File: src/rtl/rob_commit_if.sv
// Dispatch, writeback, retire and occupancy bus of the reorder buffer.
// The buffer sits on the slave side; the dispatch/FU/consumer side is the master.
interface rob_commit_if #(
    parameter int DATA_W = 16,
    parameter int AREG_W = 3
);
    logic              flush;
    logic [1:0]        alloc_req;
    logic [DATA_W-1:0] alloc_pc0;
    logic [DATA_W-1:0] alloc_pc1;
    logic [AREG_W-1:0] alloc_areg0;
    logic [AREG_W-1:0] alloc_areg1;
    logic [1:0]        alloc_ready;
    logic [2:0]        alloc_tag0;
    logic [2:0]        alloc_tag1;

    logic              wb_valid;
    logic [2:0]        wb_tag;
    logic [DATA_W-1:0] wb_value;
    logic [1:0]        wb_type;
    logic [DATA_W-1:0] wb_st_value;

    logic              cm_valid0;
    logic              cm_valid1;
    logic [1:0]        cm_type0;
    logic [1:0]        cm_type1;
    logic [AREG_W-1:0] cm_areg0;
    logic [AREG_W-1:0] cm_areg1;
    logic [DATA_W-1:0] cm_value0;
    logic [DATA_W-1:0] cm_value1;
    logic [DATA_W-1:0] cm_st0;
    logic [DATA_W-1:0] cm_st1;
    logic [DATA_W-1:0] cm_pc0;
    logic [DATA_W-1:0] cm_pc1;
    logic [3:0]        count;

    modport master (
        output flush, alloc_req, alloc_pc0, alloc_pc1, alloc_areg0, alloc_areg1,
        output wb_valid, wb_tag, wb_value, wb_type, wb_st_value,
        input  alloc_ready, alloc_tag0, alloc_tag1, count,
        input  cm_valid0, cm_valid1, cm_type0, cm_type1, cm_areg0, cm_areg1,
        input  cm_value0, cm_value1, cm_st0, cm_st1, cm_pc0, cm_pc1
    );

    modport slave (
        input  flush, alloc_req, alloc_pc0, alloc_pc1, alloc_areg0, alloc_areg1,
        input  wb_valid, wb_tag, wb_value, wb_type, wb_st_value,
        output alloc_ready, alloc_tag0, alloc_tag1, count,
        output cm_valid0, cm_valid1, cm_type0, cm_type1, cm_areg0, cm_areg1,
        output cm_value0, cm_value1, cm_st0, cm_st1, cm_pc0, cm_pc1
    );
endinterface

File: src/rtl/rob_commit.sv
// 8-entry reorder buffer: dual in-order allocation, tag-addressed writeback,
// dual in-order retirement with at most one memory op per cycle.
module rob_commit #(
    parameter int DEPTH  = 8,
    parameter int DATA_W = 16,
    parameter int AREG_W = 3
) (
    input  logic        clk,
    input  logic        rst_n,
    rob_commit_if.slave rob
);
    localparam int TAG_W = $clog2(DEPTH);
    localparam int CNT_W = TAG_W + 1;

    logic [DEPTH-1:0]  valid, done;
    logic [DATA_W-1:0] e_pc    [DEPTH];
    logic [AREG_W-1:0] e_areg  [DEPTH];
    logic [1:0]        e_type  [DEPTH];
    logic [DATA_W-1:0] e_value [DEPTH];
    logic [DATA_W-1:0] e_st    [DEPTH];

    logic [TAG_W-1:0] head, tail, head1, tail1;
    logic [CNT_W-1:0] cnt;
    logic [1:0]       ready;
    logic             grant0, grant1, ret0, ret1, wb_hit;
    logic [1:0]       n_alloc, n_ret;
    logic [DEPTH-1:0] ret_mask, alloc_mask, wb_mask;

    function automatic logic is_mem(input logic [1:0] t);
        return (t == 2'b01) || (t == 2'b10);
    endfunction

    always_comb begin
        head1    = head + TAG_W'(1);
        tail1    = tail + TAG_W'(1);
        ready[0] = cnt < CNT_W'(DEPTH);
        ready[1] = cnt <= CNT_W'(DEPTH - 2);
        grant0   = rob.alloc_req[0] & ready[0];
        grant1   = rob.alloc_req[1] & ready[1] & grant0;
        n_alloc  = 2'(grant0) + 2'(grant1);

        // Retirement looks only at done bits already registered, so a result
        // can never retire on the edge that writes it back.
        ret0  = valid[head] & done[head];
        ret1  = ret0 & valid[head1] & done[head1]
              & ~(is_mem(e_type[head]) & is_mem(e_type[head1]));
        n_ret = 2'(ret0) + 2'(ret1);

        wb_hit = rob.wb_valid & valid[rob.wb_tag] & ~done[rob.wb_tag];

        ret_mask   = (DEPTH'(ret0) << head) | (DEPTH'(ret1) << head1);
        alloc_mask = (DEPTH'(grant0) << tail) | (DEPTH'(grant1) << tail1);
        wb_mask    = DEPTH'(wb_hit) << rob.wb_tag;
    end

    assign rob.alloc_ready = ready;
    assign rob.alloc_tag0  = tail;
    assign rob.alloc_tag1  = tail1;
    assign rob.count       = cnt;

    always_ff @(posedge clk or negedge rst_n) begin
        if (!rst_n) begin
            head          <= '0;
            tail          <= '0;
            cnt           <= '0;
            valid         <= '0;
            done          <= '0;
            rob.cm_valid0 <= 1'b0;
            rob.cm_valid1 <= 1'b0;
            rob.cm_type0  <= '0;
            rob.cm_type1  <= '0;
            rob.cm_areg0  <= '0;
            rob.cm_areg1  <= '0;
            rob.cm_value0 <= '0;
            rob.cm_value1 <= '0;
            rob.cm_st0    <= '0;
            rob.cm_st1    <= '0;
            rob.cm_pc0    <= '0;
            rob.cm_pc1    <= '0;
        end else if (rob.flush) begin
            head          <= '0;
            tail          <= '0;
            cnt           <= '0;
            valid         <= '0;
            done          <= '0;
            rob.cm_valid0 <= 1'b0;
            rob.cm_valid1 <= 1'b0;
        end else begin
            head  <= head + TAG_W'(n_ret);
            tail  <= tail + TAG_W'(n_alloc);
            cnt   <= cnt + CNT_W'(n_alloc) - CNT_W'(n_ret);
            // Retired, allocated and written-back entries are always disjoint.
            valid <= (valid & ~ret_mask) | alloc_mask;
            done  <= (done & ~ret_mask & ~alloc_mask) | wb_mask;
            rob.cm_valid0 <= ret0;
            rob.cm_valid1 <= ret1;
            if (ret0) begin
                rob.cm_type0  <= e_type[head];
                rob.cm_areg0  <= e_areg[head];
                rob.cm_value0 <= e_value[head];
                rob.cm_st0    <= e_st[head];
                rob.cm_pc0    <= e_pc[head];
            end
            if (ret1) begin
                rob.cm_type1  <= e_type[head1];
                rob.cm_areg1  <= e_areg[head1];
                rob.cm_value1 <= e_value[head1];
                rob.cm_st1    <= e_st[head1];
                rob.cm_pc1    <= e_pc[head1];
            end
        end
    end

    always_ff @(posedge clk) begin
        if (grant0) begin
            e_pc[tail]   <= rob.alloc_pc0;
            e_areg[tail] <= rob.alloc_areg0;
        end
        if (grant1) begin
            e_pc[tail1]   <= rob.alloc_pc1;
            e_areg[tail1] <= rob.alloc_areg1;
        end
        if (wb_hit) begin
            e_type[rob.wb_tag]  <= rob.wb_type;
            e_value[rob.wb_tag] <= rob.wb_value;
            e_st[rob.wb_tag]    <= rob.wb_st_value;
        end
    end
endmodule

File: src/flat_wrapper.sv
// flat-port wrapper written by rule: the top's interface ports become plain ports
module rob_commit_flat 
#(
    parameter int DEPTH  = 8,
    parameter int DATA_W = 16,
    parameter int AREG_W = 3
)
  (clk, rst_n, rob_flush, rob_alloc_req, rob_alloc_pc0, rob_alloc_pc1, rob_alloc_areg0, rob_alloc_areg1, rob_wb_valid, rob_wb_tag, rob_wb_value, rob_wb_type, rob_wb_st_value, rob_alloc_ready, rob_alloc_tag0, rob_alloc_tag1, rob_count, rob_cm_valid0, rob_cm_valid1, rob_cm_type0, rob_cm_type1, rob_cm_areg0, rob_cm_areg1, rob_cm_value0, rob_cm_value1, rob_cm_st0, rob_cm_st1, rob_cm_pc0, rob_cm_pc1);
  rob_commit_if #(.DATA_W(DATA_W), .AREG_W(AREG_W)) rob_i ();
  input  logic clk;
  input  logic rst_n;
  input wire logic [$bits(rob_i.flush)-1:0] rob_flush;
  input wire logic [$bits(rob_i.alloc_req)-1:0] rob_alloc_req;
  input wire logic [$bits(rob_i.alloc_pc0)-1:0] rob_alloc_pc0;
  input wire logic [$bits(rob_i.alloc_pc1)-1:0] rob_alloc_pc1;
  input wire logic [$bits(rob_i.alloc_areg0)-1:0] rob_alloc_areg0;
  input wire logic [$bits(rob_i.alloc_areg1)-1:0] rob_alloc_areg1;
  input wire logic [$bits(rob_i.wb_valid)-1:0] rob_wb_valid;
  input wire logic [$bits(rob_i.wb_tag)-1:0] rob_wb_tag;
  input wire logic [$bits(rob_i.wb_value)-1:0] rob_wb_value;
  input wire logic [$bits(rob_i.wb_type)-1:0] rob_wb_type;
  input wire logic [$bits(rob_i.wb_st_value)-1:0] rob_wb_st_value;
  output wire logic [$bits(rob_i.alloc_ready)-1:0] rob_alloc_ready;
  output wire logic [$bits(rob_i.alloc_tag0)-1:0] rob_alloc_tag0;
  output wire logic [$bits(rob_i.alloc_tag1)-1:0] rob_alloc_tag1;
  output wire logic [$bits(rob_i.count)-1:0] rob_count;
  output wire logic [$bits(rob_i.cm_valid0)-1:0] rob_cm_valid0;
  output wire logic [$bits(rob_i.cm_valid1)-1:0] rob_cm_valid1;
  output wire logic [$bits(rob_i.cm_type0)-1:0] rob_cm_type0;
  output wire logic [$bits(rob_i.cm_type1)-1:0] rob_cm_type1;
  output wire logic [$bits(rob_i.cm_areg0)-1:0] rob_cm_areg0;
  output wire logic [$bits(rob_i.cm_areg1)-1:0] rob_cm_areg1;
  output wire logic [$bits(rob_i.cm_value0)-1:0] rob_cm_value0;
  output wire logic [$bits(rob_i.cm_value1)-1:0] rob_cm_value1;
  output wire logic [$bits(rob_i.cm_st0)-1:0] rob_cm_st0;
  output wire logic [$bits(rob_i.cm_st1)-1:0] rob_cm_st1;
  output wire logic [$bits(rob_i.cm_pc0)-1:0] rob_cm_pc0;
  output wire logic [$bits(rob_i.cm_pc1)-1:0] rob_cm_pc1;
  assign rob_i.flush = rob_flush;
  assign rob_i.alloc_req = rob_alloc_req;
  assign rob_i.alloc_pc0 = rob_alloc_pc0;
  assign rob_i.alloc_pc1 = rob_alloc_pc1;
  assign rob_i.alloc_areg0 = rob_alloc_areg0;
  assign rob_i.alloc_areg1 = rob_alloc_areg1;
  assign rob_i.wb_valid = rob_wb_valid;
  assign rob_i.wb_tag = rob_wb_tag;
  assign rob_i.wb_value = rob_wb_value;
  assign rob_i.wb_type = rob_wb_type;
  assign rob_i.wb_st_value = rob_wb_st_value;
  assign rob_alloc_ready = rob_i.alloc_ready;
  assign rob_alloc_tag0 = rob_i.alloc_tag0;
  assign rob_alloc_tag1 = rob_i.alloc_tag1;
  assign rob_count = rob_i.count;
  assign rob_cm_valid0 = rob_i.cm_valid0;
  assign rob_cm_valid1 = rob_i.cm_valid1;
  assign rob_cm_type0 = rob_i.cm_type0;
  assign rob_cm_type1 = rob_i.cm_type1;
  assign rob_cm_areg0 = rob_i.cm_areg0;
  assign rob_cm_areg1 = rob_i.cm_areg1;
  assign rob_cm_value0 = rob_i.cm_value0;
  assign rob_cm_value1 = rob_i.cm_value1;
  assign rob_cm_st0 = rob_i.cm_st0;
  assign rob_cm_st1 = rob_i.cm_st1;
  assign rob_cm_pc0 = rob_i.cm_pc0;
  assign rob_cm_pc1 = rob_i.cm_pc1;
  rob_commit #(.DEPTH(DEPTH), .DATA_W(DATA_W), .AREG_W(AREG_W)) u_core (.clk(clk), .rst_n(rst_n), .rob(rob_i));
endmodule
File: config.mk
export PLATFORM = sky130hd
export DESIGN_NAME = rob_commit_flat
export DESIGN_NICKNAME = d
export VERILOG_FILES = /design/src/rtl/rob_commit_if.sv /design/src/rtl/rob_commit.sv /design/src/flat_wrapper.sv
export SDC_FILE = /design/constraint.sdc
export NUM_CORES = 1
export LEC_CHECK = 0
export ABC_CLOCK_PERIOD_IN_PS = 11100
export BUFFER_PORTS_ARGS = -buffer_cell sky130_fd_sc_hd__buf_2
export CORE_UTILIZATION = 60
export DETAILED_ROUTE_END_ITERATION = 12
export GPL_TIMING_DRIVEN = 0
export PLACE_DENSITY = 0.77
export SETUP_SLACK_MARGIN = 0.15
export SYNTH_ARGS = -nofsm -noshare
export SYNTH_HDL_FRONTEND = slang
export SYNTH_SLANG_ARGS = --single-unit
File: constraint.sdc
create_clock -name clk -period 11.1 [get_ports clk]
set_input_delay 2.22 -clock clk [delete_from_list [all_inputs] [get_ports clk]]
set_output_delay 2.22 -clock clk [all_outputs]
set_load 0.03 [all_outputs]
==> results by group, run 1 <==
CTS
  • CTS tree: done
  • # hold bufs at CTS: 0
  • Root Buffer: clkbuf_16
  • Post_cts resized: 0
  • Cts bufs inserted: 57
  • Clk slew on worst S/H paths: approximately 0.060 ns
  • Clock sinks: roughly 560
  • Max Buffers Root-to-Sink: 3
  • Worst-skew pair later-pin latency: roughly 0.63 ns
  • Htree depth: 2
  • Setup bufs post-CTS: 0

Timing
  • Final WS setup: 6.258 ns
  • Worst Max-Slew Pin Slew: roughly 1.3 ns
  • Hold Slack: between 0.4 and 0.5 ns
  • Tmin final: approximately 4.8 ns
  • Layout Skew: about 0.021 ns
  • Hold Vio Cnt, Final: 0
  • Final cycle utilization of the critical path: 0.4362
  • Setup TNS: 0 ns
  • Max Fclk: a little over 200 MHz
  • RSZ-0062 raised after global routing: false
  • Slew Limit Fails: 0
  • # setup viols final: 0
  • Slew margin rel.: 0.1444

Critical path
  • R2r startpoint: u_core.head[0]
  • Data required, critical path: between 10 and 15 ns
  • Delay-heaviest family, CP: buffers and inverters
  • Cell Chain, Critical Path: buf_2 -> o2111ai_1 -> nor4_1 -> clkbuf_1 -> a21oi_1 -> inv_1
  • Maximum fanout along the worst path: 19
  • Setup slack, reg-to-reg: 7.13 ns
  • CP max stage delay: 0.84 ns
  • Worst Path Buf+Inv: 3
  • Critical Path Start Type: input pin
  • WP data arrival: about 5.1 ns
  • Reg2reg path depth: 15
  • Kind of critical path: in -> reg
  • Critical Path End Type: flip-flop
  • Slowest-stage cell, CP: inv_1
  • Worst R2R End: u_core.rob.count[3]

Layout
  • Most frequent cells in the layout: 424 x edfxtp_1, 287 x nand2_1, 247 x buf_2
  • Layout cells sized above 1: 0.3669
  • Final core occ: 0.6984
  • Area grow syn2layout: 14.86%
  • Most common cell after layout, fill and taps aside: edfxtp_1
  • Layout Nets: 2060
  • Post-route insts no fill: roughly 2600

Global route
  • Largest net degree at the start of global routing: between 70 and 80
  • Gr usage total: 0.3440
  • Global route total overflow: 0
  • Initial antenna violation count: 16
  • First-pass GRT wire length: about 110000 microns
  • Vias in the first global route: ~18000

Route
  • Vias: between 15000 and 20000
  • Drt initial violations: 2262
  • WL met2: 36370 microns
  • Via-per-instance ratio: approximately 6.7
  • Met3 routed wirelength: roughly 9200 microns
  • Uppermost layer routed: met5
  • DRT antenna net count: 0
  • Residual DRC: 0
  • Routed WL: around 76000 microns
  • Routed length per instance: 29.10 microns
  • 1st-pass router iterations: 6
  • Metal-1 WL: between 20000 and 30000 microns

Logic synthesis
  • Syn nets: between 1500 and 2000
  • Post-synth EDFFs: 424
  • Post-Synth XOR/XNOR Area: 0.005177
  • Post-synth top flop: edfxtp_1
  • Seq/Total Area, Yosys: 0.5996
  • Mapped Cells: 1692
  • Largest family of logic cells by synthesized area: multiplexers
  • Synth Cell Area: around 0.027 sq mm
  • Post-synth ARST share: 0.2401
  • Ys Warns: 0
  • Multiplexer share of the synthesized area: 0.2700
  • Simple-gate share of the synthesized area: 0.06450
  • Register bit total from synthesis: 558
  • Post-synth cell types: between 60 and 70
  • Syn avg cell area: 15.86 sq um
  • Post-synthesis compound-gate area fraction: 0.02822
  • Synth Area in Adders: 0.007649

Min path
  • Hold EP: u_core.rob.cm_st1[15]
  • Min-Delay Path Depth: 1
  • Hold path start: u_core.rob.cm_st1[15]
  • HP Class: reg -> reg

Placement
  • Pre-CTS setup slack: between 5 and 6 ns
  • Hpwl dp: roughly 50000 microns
  • RePlAce Congestion: ~0.88
  • Placed Cells: about 2500
  • Count of input and output buffers: a little under 200

Pwr
  • Cell Pwr Density: about 170 mW/mm^2
  • Leakage: about 11 nW
  • Worst VDD drop: 0.0001425 V

Floorplanning
  • Die ar.: roughly 0.046 sq mm
  • Core area: around 0.044 sq mm
  • Top-Level Pins: about 200
  • Die width: approximately 210 microns
  • Initial core utilization: 0.6080
  • Rows: just under 80
  • Die Ht: 213.5 microns

Flow run
  • Max cap viols: 0

Outcome
  • Status: complete, no violations
==> synth_stat cells, types with 3 or more instances <==
library cell  number  share of area
xnor2_1           12         0.0039
edfxtp_1         424           0.47
nand3_1           10         0.0019
buf_1             16         0.0022
clkbuf_1          45         0.0063
dfrtp_1          134           0.12
a21oi_1            6         0.0011
a21o_1             3        0.00084
inv_1             30         0.0042
nor2b_1           10         0.0023
nor2_1            79          0.011
nand2_1          287          0.040
nor3b_1            5         0.0014
o211ai_1           5         0.0014
mux2_1            49          0.021
buf_6              6         0.0025
mux2_2           158          0.066
nand3b_1           5         0.0014
o22ai_1            4        0.00093
a22o_1             3        0.00098
nor3_1             6         0.0011
o41ai_1            3        0.00098
or3_1              3        0.00070
buf_2             50         0.0093
a41oi_1            7         0.0023
nand4_1            3        0.00070
fa_1               4         0.0030
a31oi_1           53          0.012
mux2i_1            4         0.0015
ha_1              10         0.0047
mux4_2           214           0.18
==> worst max path at each step <==
stage	startpoint	depth (start not counted)	to
2_1_floorplan	rob_wb_tag[2]	6	u_core.e_st[0][0]
3_3_place_gp	rob_wb_tag[2]	6	u_core.e_st[0][4]
4_1_cts	rob_alloc_req[1]	6	u_core.e_pc[5][15]
3_5_place_dp	rob_alloc_req[1]	6	u_core.e_pc[5][13]
6_report	rob_alloc_req[1]	6	u_core.e_pc[5][13]
5_1_grt	rob_alloc_req[1]	6	u_core.e_pc[5][10]
==> per-stage QoR <==
| step | power (mW) | area (sq um) |
|---|---|---|
| finish | 5.146 | 30810 |
| global route | 5.286 | 30800 |
| CTS | 5.142 | 30790 |
| detailed placement | 3.214 | 28880 |
| global placement | 3.187 | 28560 |
| floorplan | 2.956 | 26830 |
==> routing by layer <==
metal | global-route usage | up-vias
li1 | - | 7197
met1 | 0.4617 | 8807
met2 | 0.5393 | 1263
met3 | 0.08538 | 248
met4 | 0.1537 | 12
met5 | 0 | -
==> state kept, by name (all words and copies together) (netlist names), 2 cells and up <==
signal / cells
u_core.e_areg: 24
u_core.e_st: 128
u_core.rob.cm_type1: 2
u_core.rob.cm_pc1: 16
u_core.rob.cm_st1: 16
u_core.rob.cm_value0: 16
u_core.valid: 8
u_core.rob.cm_value1: 16
u_core.rob.cm_pc0: 16
u_core.done: 8
u_core.rob.cm_areg1: 3
u_core.rob.alloc_tag0: 3
u_core.rob.cm_type0: 2
u_core.e_type: 16
u_core.rob.cm_areg0: 3
u_core.rob.count: 4
u_core.e_value: 128
u_core.rob.cm_st0: 16
u_core.e_pc: 128
u_core.head: 3
==> cell families after synthesis <==
logic type,count (synthesis)
adder cells (fa/ha/maj),14
XOR/XNOR,15
AND/OR/NAND/NOR,422
buffers and inverters,149
multiplexers,427
AO/OA/AOI/OAI,107
flip-flops,558
==> layout make-up <==
class                   instances  area, sq um
diodes                         11        27.53
plain buffers                 117        546.8
clock buffers                  80         1593
clock inverters                28        310.3
fillers                      2950        13310
inverters                      32        120.1
multi-input cells             985        10130
flip-flops and latches        558        16090
well taps                     592        740.7
repair buffers                214         1261
==> where the power goes <==
group | leakage [nW] | total (mW) | internal, mW | switching, mW
Combinational | 4.83 | 0.679 | 0.248 | 0.430
Sequential | 5.55 | 2.50 | 2.41 | 0.0935
Clock | 0.934 | 1.96 | 1.14 | 0.823
Total | 11.3 | 5.15 | 3.80 | 1.35
==> worst reg2reg max path: stages, from the launching register on <==
cell and delay [ns]:
dfrtp_1 0.42, ha_1 0.33, inv_1 0.22, mux2_2 0.38, a211oi_1 0.32, and3b_1 0.21
clkbuf_1 0.24, nor2_1 0.09, ha_1 0.24, fa_1 0.48, inv_1 0.06, ha_1 0.27
a21o_1 0.19, a21oi_1 0.17, xor2_1 0.15, nor2_1 0.06
Note: power is estimated with default switching activity, not from simulation.
==> inputs of run 2 (changes only) <==
--- a/config.mk
+++ b/config.mk
@@ -5,12 +5,12 @@
 export SDC_FILE = /design/constraint.sdc
 export NUM_CORES = 1
 export LEC_CHECK = 0
-export ABC_CLOCK_PERIOD_IN_PS = 11100
+export ABC_CLOCK_PERIOD_IN_PS = 4200
 export BUFFER_PORTS_ARGS = -buffer_cell sky130_fd_sc_hd__buf_2
-export CORE_UTILIZATION = 60
+export CORE_UTILIZATION = 55
 export DETAILED_ROUTE_END_ITERATION = 12
 export GPL_TIMING_DRIVEN = 0
-export PLACE_DENSITY = 0.77
+export PLACE_DENSITY = 0.74
 export SETUP_SLACK_MARGIN = 0.15
 export SYNTH_ARGS = -nofsm -noshare
 export SYNTH_HDL_FRONTEND = slang
==> constraint.sdc (replaced) <==
create_clock -name clk -period 4.2 [get_ports clk]
set_input_delay 0.84 -clock clk [delete_from_list [all_inputs] [get_ports clk]]
set_output_delay 0.84 -clock clk [all_outputs]
set_load 0.03 [all_outputs]
==> run 2 against run 1 <==
Net effect:
- cell area decreased by 0.11%
- largest power group unchanged
- hold slack got worse by 0.29 ns
- critical path type is now reg -> reg
- sequential cell count unchanged
- sequential share of layout area increased by 0.060 points
- sequential power increased to 2.6 times the previous value
==> results by group, run 2 (synthesis results as in run 1) <==
Critical path
  • Cell Chain, Critical Path: ha_1 -> xnor2_2 -> mux4_1 -> mux2_2 -> or2_0 -> buf_2 -> nor2_1 -> ha_1 -> fa_1 -> inv_1 -> ha_1 -> a21o_1 -> a21oi_1 -> xor2_1 -> nor2_1
  • CP max stage delay: 0.42 ns (-0.42 ns)
  • Slowest-stage cell, CP: fa_1
  • Critical Path Start Type: flip-flop
  • Kind of critical path: reg -> reg
  • Critical Path End Type: flip-flop
  • Data required, critical path: 4.68 ns (-6.66 ns)
  • Crit path top cell by count: ha_1
  • Maximum fanout along the worst path: 6 (-13)
  • WP data arrival: 4.32 ns (-0.77 ns)

Layout
  • Layout cells sized above 1: 0.3679 (+0.0009648)
  • Post-route insts no fill: 2627 (+0.38%)
  • Most frequent cells in the layout: 424 x edfxtp_1, 287 x nand2_1, 247 x buf_2
  • Sequential cell area: 0.01609 sq mm (unchanged)
  • Most common cell after layout, fill and taps aside: edfxtp_1
  • Area of the multi-input gates: 0.01015 sq mm (+0.25%)
  • Area grow syn2layout: 14.73%
  • Largest regs: u_core.e_pc x128, u_core.e_st x128, u_core.e_value x128
  • Layout Nets: 2054 (-0.29%)
  • Fillers: 3400 (+15%)

CTS
  • Cts bufs inserted: 56 (-1.8%)
  • Htree depth: 2 (unchanged)
  • Clock sinks: 558 (unchanged)
  • Clk slew on worst S/H paths: 0.06 ns (about the same)
  • Setup bufs post-CTS: 0 (unchanged)
  • Max Buffers Root-to-Sink: 3 (unchanged)
  • Root Buffer: clkbuf_16
  • Worst-skew pair later-pin latency: 0.64 ns (about the same)
  • # hold bufs at CTS: 0 (unchanged)
  • CTS tree: done

Timing
  • Tmin final: just under 4 ns
  • Hold Vio Cnt, Final: 0 (unchanged)
  • # setup viols final: 0 (unchanged)
  • Final cycle utilization of the critical path: 0.9144
  • RSZ-0062 raised after global routing: false
  • Slew margin rel.: 0.1419 (-0.002527)
  • Worst Max-Slew Pin Slew: 1.284 ns (+0.003781 ns)
  • Layout Skew: 0.03257 ns (+0.01118 ns)
  • Slew Limit Fails: 0 (unchanged)
  • Setup TNS: 0 ns (unchanged)
  • Max Fclk: 260.4 MHz

Placement
  • Count of input and output buffers: 198 (unchanged)
  • RePlAce Congestion: 0.8634 (-2.1%)
  • Hpwl dp: 49800 microns (+0.32%)
  • Placed Cells: 2516 (+0.72%)

Pwr
  • Cell Pwr Density: 436.6 mW/mm^2 (+160%)
  • Power consumption: 13.44 mW (+160%)
  • Worst VDD drop: 0.0004247 V (+200%)
  • Leakage: 11.28 nW (-0.30%)

Route
  • Routed length per instance: 29.00 microns (-0.37%)
  • 1st-pass router iterations: 6 (unchanged)
  • Via-per-instance ratio: 6.583 (-1.7%)
  • Vias: 17290 (-1.3%)
  • Drt initial violations: 2129 (-5.9%)
  • Residual DRC: 0 (unchanged)
  • Routed WL: 76170 microns (about the same)
  • DRT antenna net count: 0 (unchanged)

Global route
  • First-pass GRT wire length: 111800 microns (+0.89%)
  • Gr usage total: 0.3119 (-0.03216)
  • Met1 Use GR: 0.4214 (-0.04035)
  • Global route total overflow: 0 (unchanged)
  • GR Layer Usage met2: 0.5063 (-0.03305)
  • GRT Max-Usage Layer: met2
  • Largest net degree at the start of global routing: 80 (+5.3%)
  • Vias in the first global route: 17250 (-2.4%)
  • Initial antenna violation count: 12 (-4)
  • Met3 Use GR: 0.06743 (-0.01795)

Floorplanning
  • Die width: 222.9 microns (+4.4%)
  • Top-Level Pins: 201 (unchanged)
  • Core area: 0.04795 sq mm (+8.7%)
  • Die ar.: 0.04966 sq mm (+9.0%)
  • Initial core utilization: 0.5595 (-0.04845)
  • Rows: 80 (+3.9%)
  • Die Ht: 222.9 microns (+4.4%)

Min path
  • HP Class: in -> async

Flow run
  • Max cap viols: 0 (unchanged)

Outcome
  • Status: complete, no violations
run 2: changes by cell type in the layout (fill, tap and decap cells not counted), sizes merged:
| cell | before | now |
|---|---|---|
| bufinv | 6 | 5 |
| clkinv | 19 | 30 |
| diode | 11 | 6 |
| buf | 286 | 281 |
| inv | 33 | 31 |
| clkbuf | 125 | 114 |
run 2: worst max-delay path: cells and delay by family, from the launching register on:
| family | cells | cell delay, ns |
|---|---|---|
| buffers and inverters | 2 | 0.27 |
| adder cells (fa/ha/maj) | 4 | 1.16 |
| AO/OA/AOI/OAI | 2 | 0.36 |
| multiplexers | 2 | 0.66 |
| flip-flops | 1 | 0.41 |
| AND/OR/NAND/NOR | 3 | 0.35 |
| XOR/XNOR | 2 | 0.50 |
run 2: path summary, 6_finish.rpt:
| kind | from | end | slack, ns | cells past startpoint |
|---|---|---|---|---|
| min in group clk | rob_wb_value[4] | u_core.e_value[1][4] | 0.48 | 1 |
| worst max-delay path | u_core.head[0] | u_core.rob.count[3] | 0.36 | 15 |
| worst min register to register | u_core.rob.cm_pc1[15] | u_core.rob.cm_pc1[15] | 0.48 | 1 |
| worst max register to register | u_core.head[0] | u_core.rob.count[3] | 0.36 | 15 |
| max in group asynchronous | rst_n | u_core.valid[1] | 3.10 | 2 |
| worst min-delay path | rst_n | u_core.rob.cm_st1[7] | 0.19 | 1 |
run 2: final cells by class:
class | instances | area share
Multi-Input combinational cell | 985 | 0.3299
Inverter | 32 | 0.003902
Sequential cell | 558 | 0.5226
Buffer | 117 | 0.01780
Antenna cell | 6 | 0.0004878
Timing Repair Buffer | 209 | 0.04077
Clock buffer | 69 | 0.04846
Clock inverter | 36 | 0.01106
Tap cell | 615 | 0.02500
run 2: what timing repair did:
item	CTS	global route
pin swaps	0	0
setup endpoints to repair	1	3
gates cloned	0	0
hold endpoints to repair	0	0
resized for setup	1	3
run 2: power breakdown:
group	total [mW]	internal (mW)	switching [mW]
registers	6.62	6.37	0.255
logic	1.80	0.655	1.14
clock network	5.02	2.84	2.18
total	13.4	9.86	3.58
run 2: metrics by stage:
| step | util | setup slack, ns | cell area, sq um | hold slack (ns) |
|---|---|---|---|---|
| after floorplan | - | 0.4568 | 26840 | 0.5010 |
| after CTS | 0.6415 | 0.1881 | 30760 | 0.2018 |
| after global routing | 0.6418 | 0.1787 | 30770 | 0.2411 |
| after global placement | 0.5965 | -1.633 | 28600 | 0.4713 |
| final | 0.6420 | 0.3594 | 30780 | 0.1924 |
| after detailed placement | 0.6032 | 0.1428 | 28920 | 0.4754 |
run 2: layer usage:
layer / vias up / wire, microns
li1: 7162 / -
met1: 8875 / 28780
met2: 1093 / 37400
met3: 150 / 7678
met4: 14 / 2232
met5: - / 80
